File: config.mk
export PLATFORM = sky130hd
export DESIGN_NAME = serial_addsub_seq_flat
export DESIGN_NICKNAME = d
export VERILOG_FILES = /design/src/rtl/serial_addsub_seq_pkg.sv /design/src/rtl/serial_addsub_seq_if.sv /design/src/rtl/serial_addsub_seq_nibble_adder.sv /design/src/rtl/serial_addsub_seq.sv /design/src/flat_wrapper.sv
export SDC_FILE = /design/constraint.sdc
export NUM_CORES = 1
export LEC_CHECK = 0
export ABC_CLOCK_PERIOD_IN_PS = 2500
export CORE_MARGIN = 8
export CORE_UTILIZATION = 45
export CTS_CLUSTER_SIZE = 25
export DETAILED_ROUTE_END_ITERATION = 6
export GPL_ROUTABILITY_DRIVEN = 0
export PLACE_DENSITY = 0.71
export SLEW_MARGIN = 20
export SYNTH_ARGS = -nofsm -noshare
export SYNTH_HDL_FRONTEND = slang
export SYNTH_SLANG_ARGS = --single-unit
File: constraint.sdc
create_clock -name clk -period 2.5 [get_ports clk]
set_input_delay 0.5 -clock clk [delete_from_list [all_inputs] [get_ports clk]]
set_output_delay 0.5 -clock clk [all_outputs]
set_load 0.01 [all_outputs]
File: src/rtl/serial_addsub_seq_pkg.sv
// serial_addsub_seq_pkg: shared opcodes, FSM states and slice width for the serial add/sub engine
package serial_addsub_seq_pkg;
  localparam logic [1:0] OP_ADD = 2'b01;
  localparam logic [1:0] OP_SUB = 2'b10;
  localparam int NIBBLE_W = 4;
  typedef enum logic [1:0] {IDLE, RUN, DONE} stateT;
endpackage

File: src/rtl/serial_addsub_seq_if.sv
// serial_addsub_seq_if: request/result bundle between issuer and the serial add/sub engine
interface serial_addsub_seq_if import serial_addsub_seq_pkg::*; #(parameter int NIBBLES = 4);
  localparam int W = NIBBLE_W * NIBBLES;
  logic start;
  logic [1:0] opCode;
  logic [W-1:0] A;
  logic [W-1:0] B;
  logic busy;
  logic done;
  logic [W-1:0] Y;
  logic CarryOUT;
  logic overflow;
  logic opError;
  modport master(output start, opCode, A, B, input busy, done, Y, CarryOUT, overflow, opError);
  modport slave(input start, opCode, A, B, output busy, done, Y, CarryOUT, overflow, opError);
endinterface

File: src/rtl/serial_addsub_seq_nibble_adder.sv
// nibble_adder: combinational 4-bit adder with carry in/out
module nibble_adder import serial_addsub_seq_pkg::*; (
  input  logic [NIBBLE_W-1:0] a,
  input  logic [NIBBLE_W-1:0] b,
  input  logic                cin,
  output logic [NIBBLE_W-1:0] sum,
  output logic                cout
);
  assign {cout, sum} = {1'b0, a} + {1'b0, b} + {{NIBBLE_W{1'b0}}, cin};
endmodule

File: src/rtl/serial_addsub_seq.sv
// serial_addsub_seq: wide add/subtract computed one nibble per clock, LSB first
module serial_addsub_seq import serial_addsub_seq_pkg::*; #(parameter int NIBBLES = 4) (
  input logic clk,
  input logic rst,
  serial_addsub_seq_if.slave bus
);
  localparam int W = NIBBLE_W * NIBBLES;
  localparam int CW = NIBBLES > 1 ? $clog2(NIBBLES) : 1;
  stateT state, stateNext;
  logic [CW-1:0] cnt;
  logic [W-1:0] aReg, bReg, part, partNext, yReg;
  logic c, carryReg, ovReg, errReg;
  logic [NIBBLE_W-1:0] sum;
  logic cout, valid, idle, accept, reject, last;
  nibble_adder u_add (.a(aReg[NIBBLE_W-1:0]), .b(bReg[NIBBLE_W-1:0]), .cin(c), .sum(sum), .cout(cout));
  always_ff @(posedge clk)
    if (rst) state <= IDLE;
    else state <= stateNext;
  always_comb begin
    valid = bus.opCode == OP_ADD || bus.opCode == OP_SUB;
    idle = state != RUN;
    accept = bus.start && valid && idle;
    reject = bus.start && !valid && idle;
    last = cnt == CW'(NIBBLES - 1);
    stateNext = state == RUN ? (last ? DONE : RUN) : accept ? RUN : reject ? DONE : IDLE;
    partNext = (part >> NIBBLE_W) | (W'(sum) << (W - NIBBLE_W));
  end
  // bReg holds B already inverted for subtract, so the top-nibble sign test is the same for both ops
  always_ff @(posedge clk)
    if (rst) begin
      cnt <= '0;
      aReg <= '0;
      bReg <= '0;
      part <= '0;
      c <= 1'b0;
      yReg <= '0;
      carryReg <= 1'b0;
      ovReg <= 1'b0;
      errReg <= 1'b0;
    end else begin
      errReg <= reject;
      if (accept) begin
        cnt <= '0;
        aReg <= bus.A;
        bReg <= bus.opCode == OP_SUB ? ~bus.B : bus.B;
        c <= bus.opCode == OP_SUB;
      end else if (state == RUN) begin
        cnt <= cnt + 1'b1;
        aReg <= aReg >> NIBBLE_W;
        bReg <= bReg >> NIBBLE_W;
        part <= partNext;
        c <= cout;
        if (last) begin
          yReg <= partNext;
          carryReg <= cout;
          ovReg <= aReg[NIBBLE_W-1] == bReg[NIBBLE_W-1] && sum[NIBBLE_W-1] != aReg[NIBBLE_W-1];
        end
      end
    end
  assign bus.busy = state == RUN;
  assign bus.done = state == DONE;
  assign bus.opError = errReg;
  assign bus.Y = yReg;
  assign bus.CarryOUT = carryReg;
  assign bus.overflow = ovReg;
endmodule
File: src/flat_wrapper.sv
// flat-port wrapper written by rule: the top's interface ports become plain ports
module serial_addsub_seq_flat import serial_addsub_seq_pkg::*;
#(parameter int NIBBLES = 4)
  (clk, rst, bus_start, bus_opCode, bus_A, bus_B, bus_busy, bus_done, bus_Y, bus_CarryOUT, bus_overflow, bus_opError);
  serial_addsub_seq_if #(.NIBBLES(NIBBLES)) bus_i ();
  input logic clk;
  input logic rst;
  input wire logic [$bits(bus_i.start)-1:0] bus_start;
  input wire logic [$bits(bus_i.opCode)-1:0] bus_opCode;
  input wire logic [$bits(bus_i.A)-1:0] bus_A;
  input wire logic [$bits(bus_i.B)-1:0] bus_B;
  output wire logic [$bits(bus_i.busy)-1:0] bus_busy;
  output wire logic [$bits(bus_i.done)-1:0] bus_done;
  output wire logic [$bits(bus_i.Y)-1:0] bus_Y;
  output wire logic [$bits(bus_i.CarryOUT)-1:0] bus_CarryOUT;
  output wire logic [$bits(bus_i.overflow)-1:0] bus_overflow;
  output wire logic [$bits(bus_i.opError)-1:0] bus_opError;
  assign bus_i.start = bus_start;
  assign bus_i.opCode = bus_opCode;
  assign bus_i.A = bus_A;
  assign bus_i.B = bus_B;
  assign bus_busy = bus_i.busy;
  assign bus_done = bus_i.done;
  assign bus_Y = bus_i.Y;
  assign bus_CarryOUT = bus_i.CarryOUT;
  assign bus_overflow = bus_i.overflow;
  assign bus_opError = bus_i.opError;
  serial_addsub_seq #(.NIBBLES(NIBBLES)) u_core (.clk(clk), .rst(rst), .bus(bus_i));
endmodule
### Word-level counts from Yosys, hierarchy flattened

Cells that the tools add are included.

| storage, ports and cells | value |
|---|---|
| latch bits | 0 |
| memories kept | 0 |
| memory bits (read-only) | 0 |
| memory bits (writable) | 0 |
| flip-flop bits (word level) | 72 |
| output and inout port bits | 21 |
| input port bits | 37 |

| cells by class | value |
|---|---|
| magnitude comparators | 0 |
| multipliers | 0 |
| bitwise logic cells | 3 |
| shift-type cells | 0 |
| muxes and demuxes | 11 |
| equality and inequality tests | 8 |
| div/mod/pow operators | 0 |
| add/subtract/negate cells | 3 |
| reductions and logical operators | 11 |

Operator list:

| cell | count |
|---|---|
| $mux 16 | 5 |
| $not 16->16 | 1 |
| $or 12x16->16 | 1 |
| $mux 2 | 4 |
| $eq 2x2->1 const B | 3 |
| $add 4x4->5 | 1 |
| $add 5x1->5 | 1 |
| $logic_and 1x1->1 | 5 |
| $eq 2x1->1 const B | 2 |
| $reduce_and 3->1 | 1 |
| $add 2x1->2 const B | 1 |
| $mux 1 | 2 |
| $ne 2x1->1 const B | 1 |
| $reduce_and 2->1 | 1 |
| $reduce_bool 2->1 | 1 |
| $reduce_or 2->1 | 1 |
| $eq 1x1->1 | 1 |
| $logic_not 1->1 | 1 |
| $logic_or 1x1->1 | 1 |
| $ne 1x1->1 | 1 |
| $not 1->1 | 1 |

### Longest topological paths before layout

| depth | value |
|---|---|
| word-level depth | 8 |
| gate-level depth with buffers | 7 |
| depth with buffers taken out | 5 |

### Cells and area by module

From an unflattened synthesis, not the netlist that was laid out.

| second synthesis, totals | value |
|---|---|
| cell total of the unflattened synthesis | 323 |
| area total of the unflattened synthesis | 2891.5 um2 |

By module, submodules not included:

| module | sequential area each (um2) | cells each | area an instance (um2) | times used |
|---|---|---|---|---|
| serial_addsub_seq | 1361.3 | 307 | 2747.6 | 1 |
| nibble_adder | 0.0 | 16 | 143.9 | 1 |

### Least setup slack after synthesis

OpenSTA, ideal clock, no wires.

| path | value |
|---|---|
| path type | reg-to-reg |
| from | register u_core.c |
| to | register u_core.c |
| required time | 2.369 ns |
| clock period less this slack | 1.746 ns |
| cell stages (with the launch flop) | 6 |
| setup slack | 0.754 ns |
| data arrival time | 1.616 ns |
| buffers on the path | 0 |
| path through | dfxtp_1 > fa_1 > fa_1 > a21o_1 > a211oi_1 > a311oi_1 |

| on the way | value |
|---|---|
| cells in the longest elaborated chain, start to end | 3 |

Ends and longest elaborated chain:

| what | line | source |
|---|---|---|
| start: declaration | serial_addsub_seq.sv:12 | `logic c, carryReg, ovReg, errReg;` |
| start signal: assignment | serial_addsub_seq.sv:52 | `c <= cout;` |
| $add 5x1->5 | serial_addsub_seq_nibble_adder.sv:9 | `assign {cout, sum} = {1'b0, a} + {1'b0, b} + {{NIBBLE_W{1'b0}}, cin};` |
| $mux 1 | serial_addsub_seq.sv:47 | `end else if (state == RUN) begin` |
| $mux 1 | serial_addsub_seq.sv:42 | `if (accept) begin` |

No other way between the ends. The select of a mux whose other input is x is not followed.
A chain may end at the register's enable or synchronous reset.

### Final worst setup path

| path | value |
|---|---|
| from | register u_core.state[1] |
| to | output bus_busy |

| on the way | value |
|---|---|
| cells in the longest elaborated chain, start to end | 1 |

Ends and longest elaborated chain:

| what | line | source |
|---|---|---|
| start: declaration | serial_addsub_seq.sv:9 | `stateT state, stateNext;` |
| start signal: assignment | serial_addsub_seq.sv:18 | `else state <= stateNext;` |
| $eq 2x1->1 | serial_addsub_seq.sv:60 | `assign bus.busy = state == RUN;` |
| end: declaration | flat_wrapper.sv:12 | `output wire logic [$bits(bus_i.busy)-1:0] bus_busy;` |

No other way between the ends.

==> metrics.md <==
| Metric | Value |
|---|---|
| Run status | `completed` |
| Wire length of the first global-routing pass | `10.6 mm` |
| Setup repair after global routing missed its margin | `no` |
| Combinational group share of total power | `14.3%` |
| Final Util | `58.2%` |
| Number of endpoints with negative hold slack in the final report | `0` |
| Clock transition at the registers of the reported paths | `0.07 ns` |
| Signal arrival time at the worst endpoint | `1.53 ns` |
| Antenna-violating nets left | `0` |
| CTS root buf | `clkbuf_8` |
| Avg Synthesized Cell Area | `9.43 sq um` |
| Vertical die dimension | `96.9 microns` |
| Combined area of all synthesized cells | `2940 sq um` |
| Maximum fanout encountered on the critical timing path | `14` |
| TritonCTS buffer count | `9` |
| Leakage power | `1.40 nW` |
| Start of the worst register-to-register path | `u_core.c` |
| Core footprint | `6350 sq um` |
| Antenna fix cells | `0` |
| Switching power share of the total | `26.3%` |
| Number of detailed-routing iterations run before antenna repair | `4` |
| Net total in the final layout | `407` |
| Total grt overflow | `0` |
| Cell taking the most area after synthesis | `dfxtp_1` |
| Total wirelength of the detailed-routed design | `6.32 mm` |
| GRT Overall Usage | `13.4%` |
| Die Area | `9380 sq um` |
| Endpoint kind of the worst setup timing path | `output port` |
| Largest net degree at the start of global routing | `38` |
| Quantity of hold-fixing buffers added after cts | `0` |
| Worst ir drop on vdd | `0.000432 V` |
| Internal power | `1.68 mW` |
| Fraction of power consumed by the clock network | `34.0%` |
| Number of vias per cell | `5.24` |
| Clock tree from TritonCTS | `built` |
| Number of global-route vias before repair | `2275` |
| Net count after synthesis | `356` |
| FF+latch count, synth | `68` |
| H-tree lvl count | `3` |
| RR Endpoint | `u_core.c` |
| Std cell rows | `29` |
| Proportion of layout cells with a drive suffix above 1 | `8.15%` |
| Number of distinct library cells after synthesis | `35` |
| CTS resizes | `0` |
| 1st-iter DRT viols | `119` |
| Initial standard-cell utilization of the core | `46.3%` |
| Reg power frac | `51.7%` |
| Antenna violations before repair | `0` |
| Sequential area share after synthesis | `46.3%` |
| Minimum period implied by the final worst setup slack | `2.03 ns` |
| Hold WC Path Type | `flip-flop to flip-flop` |
| Fraction of post-synthesis cell area in the top cell type by area | `46.3%` |
| Final HPWL from detailed placement | `4.43 mm` |
| Dominant synthesized flop cell | `dfxtp_1` |
| Count of clock tree sinks | `68` |
| Number of buffers added on ports | `57` |
| Setup crit start kind | `flip-flop` |
| Worst hold path endpoint | `u_core.part[4]` |
| Required time at the endpoint of the critical path | `2.00 ns` |
| Crit path kind | `flip-flop to output port` |
| Transition time at the pin with the least slew margin | `0.517 ns` |
| Post-route DRC | `0` |
| Launch point of the worst hold path | `u_core.part[4]` |
| Ys async rst share | `0%` |
| Number of cells on the worst hold path | `2` |
| Final Cycle Share | `81.0%` |
| Power Density | `617 nW/um^2` |
| Upper clock frequency limit | `0.494 GHz` |
| I/O pin count | `58` |
| Worst setup slack for register-to-register paths | `0.60 ns` |
| Die boundary width | `96.9 microns` |
| DR vias | `2334` |
| Number of maximum-capacitance violations | `0` |
| Count of warnings emitted by yosys | `0` |
| Final worst clock skew | `0.00491 ns` |
| Max-Slew Margin vs Limit | `65.1%` |
| Number of enable-type register cells in the synthesized netlist | `0` |
| Synthesized netlist cell count | `312` |
| Routed wire length per instance | `14.2 microns` |
| Source-to-sink clock delay at the later pin of the worst-skew pair | `0.33 ns` |
| Setup fix buffers added after clock tree synthesis | `0` |
| Net switching power of the design | `0.600 mW` |
| # fillers | `577` |
| Final TNS setup | `0 ns` |
| Slew Limit Fails | `0` |
| Setup-violating endpoint count in the final report | `0` |
| FF-to-FF path depth | `5` |
| Number of buffers on the longest clock path | `2` |
| Area Overhead vs Synth | `25.6%` |
| Top post-synthesis cells by area | `dfxtp_1 46%, nand2_1 7.1%, a22o_1 4.2%` |
## worst max-delay path by stage
stage                     slack, ns  depth (start not counted)             from             end
after floorplan                0.75                          5         u_core.c        u_core.c
after global placement         0.40                          7    bus_opCode[0]  u_core.aReg[6]
after detailed placement       0.33                          7    bus_opCode[0]  u_core.aReg[0]
after CTS                      0.45                          3  u_core.state[1]        bus_busy
after global routing           0.40                          3  u_core.state[1]        bus_busy
final                          0.47                          3  u_core.state[1]        bus_busy
## worst max-delay path, cell delays in order, from the launching register on
cell	delay, ns
dfxtp_1	0.33
nand2b_4	0.23
inv_4	0.08
clkdlybuf4s50_1	0.55
## per-layer routing
layer	routed length, microns	track usage (%)
met1	2740	15.6
met2	3020	21.3
met3	520	6.97
met4	34	3.20
met5	0	0
## power by group through the flow
stage	Combinational, mW	Clock, mW	Sequential, mW
after floorplan	0.226	0	1.19
after global placement	0.323	0	1.20
after detailed placement	0.328	0	1.20
after CTS	0.329	0.798	1.18
after global routing	0.364	0.850	1.19
final	0.326	0.775	1.18
## cell type report
type,count,area (sq um),area share [%]
sequential,68,1360,36.8
clock buffer,11,141,3.83
multi-input combinational,215,1400,38.0
tap,77,96.3,2.61
inverter,3,13.8,0.373
clock inverter,5,27.5,0.745
timing repair buffer,66,651,17.6
## cell families after synthesis
logic type	Yosys count	synth area share [%]
simple gates	104	16.6
buf+inv	29	6.34
mux	12	4.08
fa+ha+maj	7	3.49
compound gates	75	18.2
xor+xnor	17	5.06
flops	68	46.3
## layout by cell type (no fill, tap or decap), types with 6 or more instances in the layout
cell / n
nand3b_1: 13
buf_4: 8
a211oi_1: 6
clkbuf_8: 10
a21oi_1: 18
clkdlybuf4s50_1: 57
o21ai_0: 15
a22o_1: 14
a311oi_1: 14
nand2_1: 56
nor2_1: 19
xor2_1: 12
mux2i_1: 12
dfxtp_1: 68
## synthesized netlist by cell type (8+ instances only)
cell	instances
clkbuf_1	8
nand2_1	56
xor2_1	12
nand3b_1	13
a311oi_1	14
o21ai_0	15
a22o_1	14
a21oi_1	18
mux2i_1	12
nor2_1	19
dfxtp_1	68
## through the flow
step / worst slack [ns] / total power, mW / hold slack [ns] / instances / cell area, sq um
floorplan: 0.754 / 1.42 / 0.436 / 312 / 2940
global placement: 0.402 / 1.53 / 0.446 / 429 / 3530
detailed placement: 0.331 / 1.53 / 0.448 / 429 / 3530
CTS: 0.447 / 2.31 / 0.456 / 445 / 3690
global route: 0.401 / 2.40 / 0.467 / 445 / 3690
finish: 0.474 / 2.28 / 0.455 / 445 / 3690
## state kept, by name, summed over array words and instances (netlist names)
signal	flops
u_core.aReg	16
u_core.bReg	16
u_core.bus.CarryOUT	1
u_core.bus.Y	16
u_core.bus.opError	1
u_core.bus.overflow	1
u_core.c	1
u_core.cnt	2
u_core.part	12
u_core.state	2
(Power assumes the default switching activity.)
